## config.mk

```make
export PLATFORM = sky130hd
export DESIGN_NAME = bus_ram
export DESIGN_NICKNAME = d
export VERILOG_FILES = /design/src/rtl/bus_ram.sv
export SDC_FILE = /design/constraint.sdc
export NUM_CORES = 2
export LEC_CHECK = 0
export CAP_MARGIN = 20
export CORE_UTILIZATION = 55
export CTS_BUF_LIST = sky130_fd_sc_hd__clkbuf_16
export DETAILED_ROUTE_END_ITERATION = 10
export PLACE_DENSITY = 0.73
export SYNTH_ARGS = -nofsm -noshare
export SYNTH_HDL_FRONTEND = slang
export SYNTH_SLANG_ARGS = --single-unit
```

## constraint.sdc

```tcl
create_clock -name clk -period 4.35 [get_ports clk]
set_input_delay 0.87 -clock clk [delete_from_list [all_inputs] [get_ports clk]]
set_output_delay 0.87 -clock clk [all_outputs]
set_load 0.005 [all_outputs]
```

## src/rtl/bus_ram.sv

```systemverilog
// Single-port bus memory with a req/ready handshake, a fixed number of wait
// states per access, and an error response for addresses beyond DEPTH.
module bus_ram #(
  parameter int DATA_W = 8,
  parameter int ADDR_W = 8,
  parameter int DEPTH  = 256,
  parameter int WAIT   = 0
) (
  input  logic              clk,
  input  logic              rst,
  input  logic              mem_req,
  input  logic              we,
  input  logic [ADDR_W-1:0] addr,
  input  logic [DATA_W-1:0] wdata,
  output logic [DATA_W-1:0] rdata,
  output logic              mem_ready,
  output logic              err
);

  localparam int IDX_W = (DEPTH > 1) ? $clog2(DEPTH) : 1;

  typedef enum logic [1:0] {
    IDLE = 2'd0,
    BUSY = 2'd1,
    DONE = 2'd2
  } state_t;

  state_t            state_reg;
  logic [7:0]        cnt_reg;
  logic [ADDR_W-1:0] addr_reg;
  logic              we_reg;
  logic [DATA_W-1:0] wdata_reg;
  logic [DATA_W-1:0] mem [DEPTH];

  logic             in_range;
  logic             access;
  logic             mem_wr;
  logic [IDX_W-1:0] idx;

  // Zero-extend to 32 bits so DEPTH == 2**ADDR_W compares correctly.
  assign in_range = ({{(32-ADDR_W){1'b0}}, addr_reg} < 32'(DEPTH));
  assign idx      = addr_reg[IDX_W-1:0];
  assign access   = (state_reg == BUSY) && (cnt_reg == 8'd0);
  assign mem_wr   = access && we_reg && in_range;

  // Request fields are captured only at the accept edge; later changes are ignored.
  always_ff @(posedge clk) begin
    if (state_reg == IDLE && mem_req) begin
      addr_reg  <= addr;
      we_reg    <= we;
      wdata_reg <= wdata;
    end
  end

  // Storage has no reset; an access aborted by reset never reaches BUSY with cnt==0.
  always_ff @(posedge clk) begin
    if (mem_wr) begin
      mem[idx] <= wdata_reg;
    end
  end

  always_ff @(posedge clk or negedge rst) begin
    if (!rst) begin
      state_reg <= IDLE;
      cnt_reg   <= 8'd0;
      mem_ready <= 1'b0;
      err       <= 1'b0;
      rdata     <= '0;
    end else begin
      mem_ready <= 1'b0;
      err       <= 1'b0;
      case (state_reg)
        IDLE: begin
          if (mem_req) begin
            state_reg <= BUSY;
            cnt_reg   <= 8'(WAIT);
          end
        end
        BUSY: begin
          if (cnt_reg != 8'd0) begin
            cnt_reg <= cnt_reg - 8'd1;
          end else begin
            mem_ready <= 1'b1;
            err       <= ~in_range;
            if (!we_reg) begin
              rdata <= in_range ? mem[idx] : '0;
            end
            state_reg <= DONE;
          end
        end
        DONE: begin
          state_reg <= IDLE;
        end
        default: begin
          state_reg <= IDLE;
        end
      endcase
    end
  end

endmodule

```

== Word level (Yosys, flattened, before mapping) ==
Memory sizes are Yosys's and may differ from the RTL's. A register that Yosys moved wholly into a read port is not among the register bits.
Index checks and enable logic that the tools add are counted.

* Register bits after elaboration: 28
* Latch bits: 0
* Memory bits (writable): 2,048
* ROM bits: 0
* Bits of input ports: 20
* Output and inout bits: 10
* Word-level logic and storage cells: 35
* Memories: 1

* Add/sub/neg operators: 1
* Multiply operators: 0
* Divide/modulo/power cells: 0
* Magnitude comparators: 0
* Equal/unequal tests: 4
* Shifts and indexed selects: 0
* Multiplexer cells: 10
* Bitwise logic cells: 2
* Reduce and logical (&&, ||, !) cells: 11

{| class="wikitable"
|+ Memories
! name !! words !! bits a word !! read ports !! clocked after Yosys merged registers in !! wr ports !! RTL line !! text
|-
| mem || 256 || 8 || 1 || 1 || 1 || 33 || <nowiki>logic [DATA_W-1:0] mem [DEPTH];</nowiki>
|}

{| class="wikitable"
|+ Operators with widths
! kind !! count
|-
| $mux W8 || 2
|-
| $pmux W8 S2 || 1
|-
| $logic_not A8 Y1 || 1
|-
| $reduce_bool A8 Y1 || 1
|-
| $sub A8 B1 Y8 const B || 1
|-
| $reduce_and A3 Y1 || 2
|-
| $mux W1 || 4
|-
| $mux W2 || 2
|-
| $ne A2 B2 Y1 const B || 2
|-
| $pmux W2 S2 || 1
|-
| $logic_and A1 B1 Y1 || 3
|-
| $eq A2 B1 Y1 const B || 1
|-
| $logic_not A2 Y1 || 1
|-
| $ne A2 B1 Y1 const B || 1
|-
| $not A1 Y1 || 2
|-
| $reduce_and A2 Y1 || 1
|-
| $reduce_bool A2 Y1 || 1
|-
| $logic_not A1 Y1 || 1
|}

== Longest topological paths before layout ==
* Word-level depth: 5
* Mapped depth: 14
* Gate-level depth less buffers: 9

== Worst setup path after synthesis ==
No wires, ideal clock.

* Kind: reg-to-reg
* Start: reg wdata_reg[0]
* End: mem mem[0][0], data pin
* Setup time: 0.817 ns
* Data arrival time: 3.228 ns
* Path slack: 0.304 ns
* Cell stages (with the launch flop): 1
* Buffers on the path: 0
* Cell sequence: edfxtp_1

{| class="wikitable"
|+ RTL lines
! element !! RTL line !! text
|-
| start, declared || 32 || <nowiki>logic [DATA_W-1:0] wdata_reg;</nowiki>
|-
| start signal, assigned || 51 || <nowiki>wdata_reg <= wdata;</nowiki>
|-
| end, declared || 33 ||
|}

No word-level cell before the write port.

== Final worst setup path ==
* Start: reg cnt_reg[5]
* End: mem mem[45][4] (enable)

* Word-level cells in the longest chain between the ends: 5

{| class="wikitable"
|+ Ends and longest elaborated chain
! element !! RTL line !! text
|-
| start, declared || 29 || <nowiki>logic [7:0] cnt_reg;</nowiki>
|-
| start signal, assigned || 76 || <nowiki>cnt_reg <= 8'(WAIT);</nowiki>
|-
| start signal, assigned || 81 || <nowiki>cnt_reg <= cnt_reg - 8'd1;</nowiki>
|-
| $logic_not A8 Y1 || 43 || <nowiki>assign access = (state_reg == BUSY) && (cnt_reg == 8'd0);</nowiki>
|-
| $logic_and A1 B1 Y1 || 43 ||
|-
| net access || 36 || <nowiki>logic access;</nowiki>
|-
| $logic_and A1 B1 Y1 || 44 || <nowiki>assign mem_wr = access && we_reg && in_range;</nowiki>
|-
| $mux W1 || 57 || <nowiki>if (mem_wr) begin</nowiki>
|-
| $mux W1 (not written as such) || 58 || <nowiki>mem[idx] <= wdata_reg;</nowiki>
|}

The timed path passes the listed nets, and every way through them passes these cells.

==> run metrics <==
worst-margin pin slew 1.07 ns; CTS H-tree depth 4; DP Area 0.0850 sq mm; Async S/R FF share, synth 0.912%; fill count 9713; Top FF cell, synth edfxtp_1; Tmin final 4.05 ns; CTS buffer count 199; hpwl dp 119 mm; fin crit share 93.1%; Max Root-Sink Buffers 3; Crit Path Max Fanout 9; post-route setup TNS 0 ns; Rows 140; grt peak-use layer met2; Final setup viols 0; net count after synthesis 3840; P&R area growth vs syn 12.7%; CTS clk-pin slew, worst paths 0.06 ns; unrepaired setup endpoints after global routing false; Worst Slack Setup Final 0.299 ns; crit path DAT 4.49 ns; Util after Layout 62.7%; total track usage 26.4%; DRC Markers 0; post-synthesis sequential area ratio 76.9%; layout net count 4123; RePlAce Congestion 0.900; P per Cell Area 496 mW/mm^2; #FFs+latches synth 2084; die height 386 um; starting DRC count in detailed routing 5253; Post-CTS Setup Bufs 0; hold buffer count at cts 0; Worst IR Drop VDD 0.315 mV; max-cap violation count 0; share of cells above drive strength 1 24.1%; Max Clk Rate 247 MHz; CP Class flop to flop; status completed; initial antenna violation count 3; Cell Area, Synth 0.0813 sq mm; Post-synth EDFFs 2065; Core Footprint 0.146 sq mm; clock tree from TritonCTS done; die area 0.149 sq mm; I/O Pins 30; cell count after synthesis 3818; Worst EP required 4.79 ns; Max-slew headroom 28.7%; Initial Util 55.6%; vias 40400; Critical-path top delay cell nor2_1; Setup crit start kind flop; I/O Buffers 28; clock skew 0.0254 ns; antenna viol nets, final 0; Pins Over Slew Limit 0; drt first pass iters 5; first-pass GRT wire length 283 mm; crit-path max cell delay 0.89 ns; Largest register FFs 2048; Leakage 29.4 nW; Design Area, Final 0.0916 sq mm; Post-CTS Resized 0; Clock Sinks 2084; largest net degree at the start of global routing 179; Reg with most FFs mem; crit-path cells or4_4, nor4_4, nand2_1, nor3_1, nand3_2, nor2_1; count of different cell masters after synthesis 66; Ys Warns 0; GRT met1 Usage 37.2%; met2 Usage GRT 40.8%; Crit. End Element flop; Routed WL 195 mm; final hold vios 0; drt wl/cell 31.5 um; vias in the first global route 40400; clock latency at the later pin of the worst-skew pair 0.84 ns; met3 GRT Util 6.58%; hold crit path type primary input to asynchronous set/reset pin; clk root buf clkbuf_16; Avg Inst Size Synth 21.3 sq um; vias per cell 6.53; GRT overflow 0; die width 386 um; pre-CTS setup slack 0.454 ns
==> cell usage in the layout, fill, tap and decap left out, types with 10 or more instances in the layout <==
cell and count:
a31oi_1 17, a311oi_1 10, buf_12 33, bufinv_16 24, o21ai_0 28, o22ai_1 60
nor2_1 289, mux4_2 440, nand3_1 27, mux2_2 11, nor2b_1 13, mux2i_1 220
clkbuf_16 202, nand2_1 90, a221oi_1 30, mux4_1 27, clkdlybuf4s50_1 28, a21oi_1 36
clkinv_1 43, clkinv_2 34, inv_1 54, a211oi_1 15, or4_1 11, dfrtp_1 19
o221ai_1 10, edfxtp_1 2065, nor3_1 13, a22oi_1 31, buf_4 249
==> critical path, delay by kind of cell (launching register included) <==
family | cells | cell delay, ns
AND/OR/NAND/NOR | 6 | 3.22
flip-flops | 1 | 0.42
==> path summary, 6_finish.rpt <==
kind	cells past startpoint	startpoint	end	slack [ns]
setup / recovery	6	cnt_reg[5]$_DFFE_PN0P_	mem[45][4]$_DFFE_PP_	0.30
hold / removal	1	rst	cnt_reg[2]$_DFFE_PN0P_	0.32
setup reg to reg	6	cnt_reg[5]$_DFFE_PN0P_	mem[45][4]$_DFFE_PP_	0.30
hold reg to reg	2	cnt_reg[7]$_DFFE_PN0P_	cnt_reg[7]$_DFFE_PN0P_	0.56
max in group asynchronous	3	rst	rdata[7]$_DFFE_PN0P_	3.44
min in group clk	2	cnt_reg[7]$_DFFE_PN0P_	cnt_reg[7]$_DFFE_PN0P_	0.56
==> per-stage QoR <==
step | std cells | hold slack (ns) | power (mW)
2_1_floorplan | 3818 | 0.495 | 26.7
3_3_place_gp | 5816 | 0.535 | 28.4
3_5_place_dp | 5816 | 0.559 | 28.5
4_1_cts | 6185 | 0.531 | 45.5
5_1_grt | 6186 | 0.313 | 46.5
6_report | 6189 | 0.321 | 45.4
==> area by class of cell <==
class | count | area [sq um] | area share, %
sequential | 2084 | 62500 | 68.2
multi-input combinational | 1498 | 17300 | 18.9
clock buffer | 202 | 5050 | 5.52
timing repair buffer | 311 | 2840 | 3.10
tap | 1917 | 2400 | 2.62
clock inverter | 167 | 1480 | 1.62
inverter | 7 | 26.3 | 0.0287
antenna | 3 | 7.51 | 0.00820
==> routing by layer <==
metal / wire length (um) / up-vias
met3: 21700 / 379
met1: 74400 / 21100
met5: 46 / -
li1: - / 16500
met4: 6360 / 6
met2: 92700 / 2364
==> power breakdown <==
part	switching [mW]	internal, mW
Sequential	0.188	22.7
Combinational	3.31	1.91
Clock	7.41	9.86
==> synthesized netlist by cell type, types with 13 or more instances <==
| cell | count | area share, % |
|---|---|---|
| a211oi_1 | 15 | 0.14 |
| a21oi_1 | 36 | 0.22 |
| a221oi_1 | 30 | 0.32 |
| a22oi_1 | 31 | 0.29 |
| a31oi_1 | 17 | 0.13 |
| buf_2 | 62 | 0.38 |
| buf_4 | 43 | 0.40 |
| buf_6 | 38 | 0.53 |
| clkbuf_1 | 74 | 0.34 |
| dfrtp_1 | 19 | 0.58 |
| edfxtp_1 | 2065 | 76 |
| mux2i_1 | 220 | 2.7 |
| mux4_1 | 27 | 0.87 |
| mux4_2 | 440 | 12 |
| nand2_1 | 90 | 0.42 |
| nand3_1 | 30 | 0.18 |
| nor2_1 | 290 | 1.3 |
| nor2b_1 | 15 | 0.12 |
| nor3_1 | 13 | 0.080 |
| o21ai_0 | 28 | 0.17 |
| o22ai_1 | 60 | 0.46 |
==> cells by family after synthesis <==
| kind of cell | count (synthesis) | synth area share (%) |
|---|---|---|
| DFF | 2084 | 76.9 |
| and+or+nand+nor | 502 | 2.72 |
| xor gates and xnor gates | 5 | 0.0539 |
| other | 1 | 0.00461 |
| buffers and inverters | 236 | 1.90 |
| adders and majority gates | 2 | 0.0308 |
| muxes | 698 | 15.9 |
| AOI/OAI and AO/OA | 290 | 2.50 |
(Power assumes the default switching activity.)
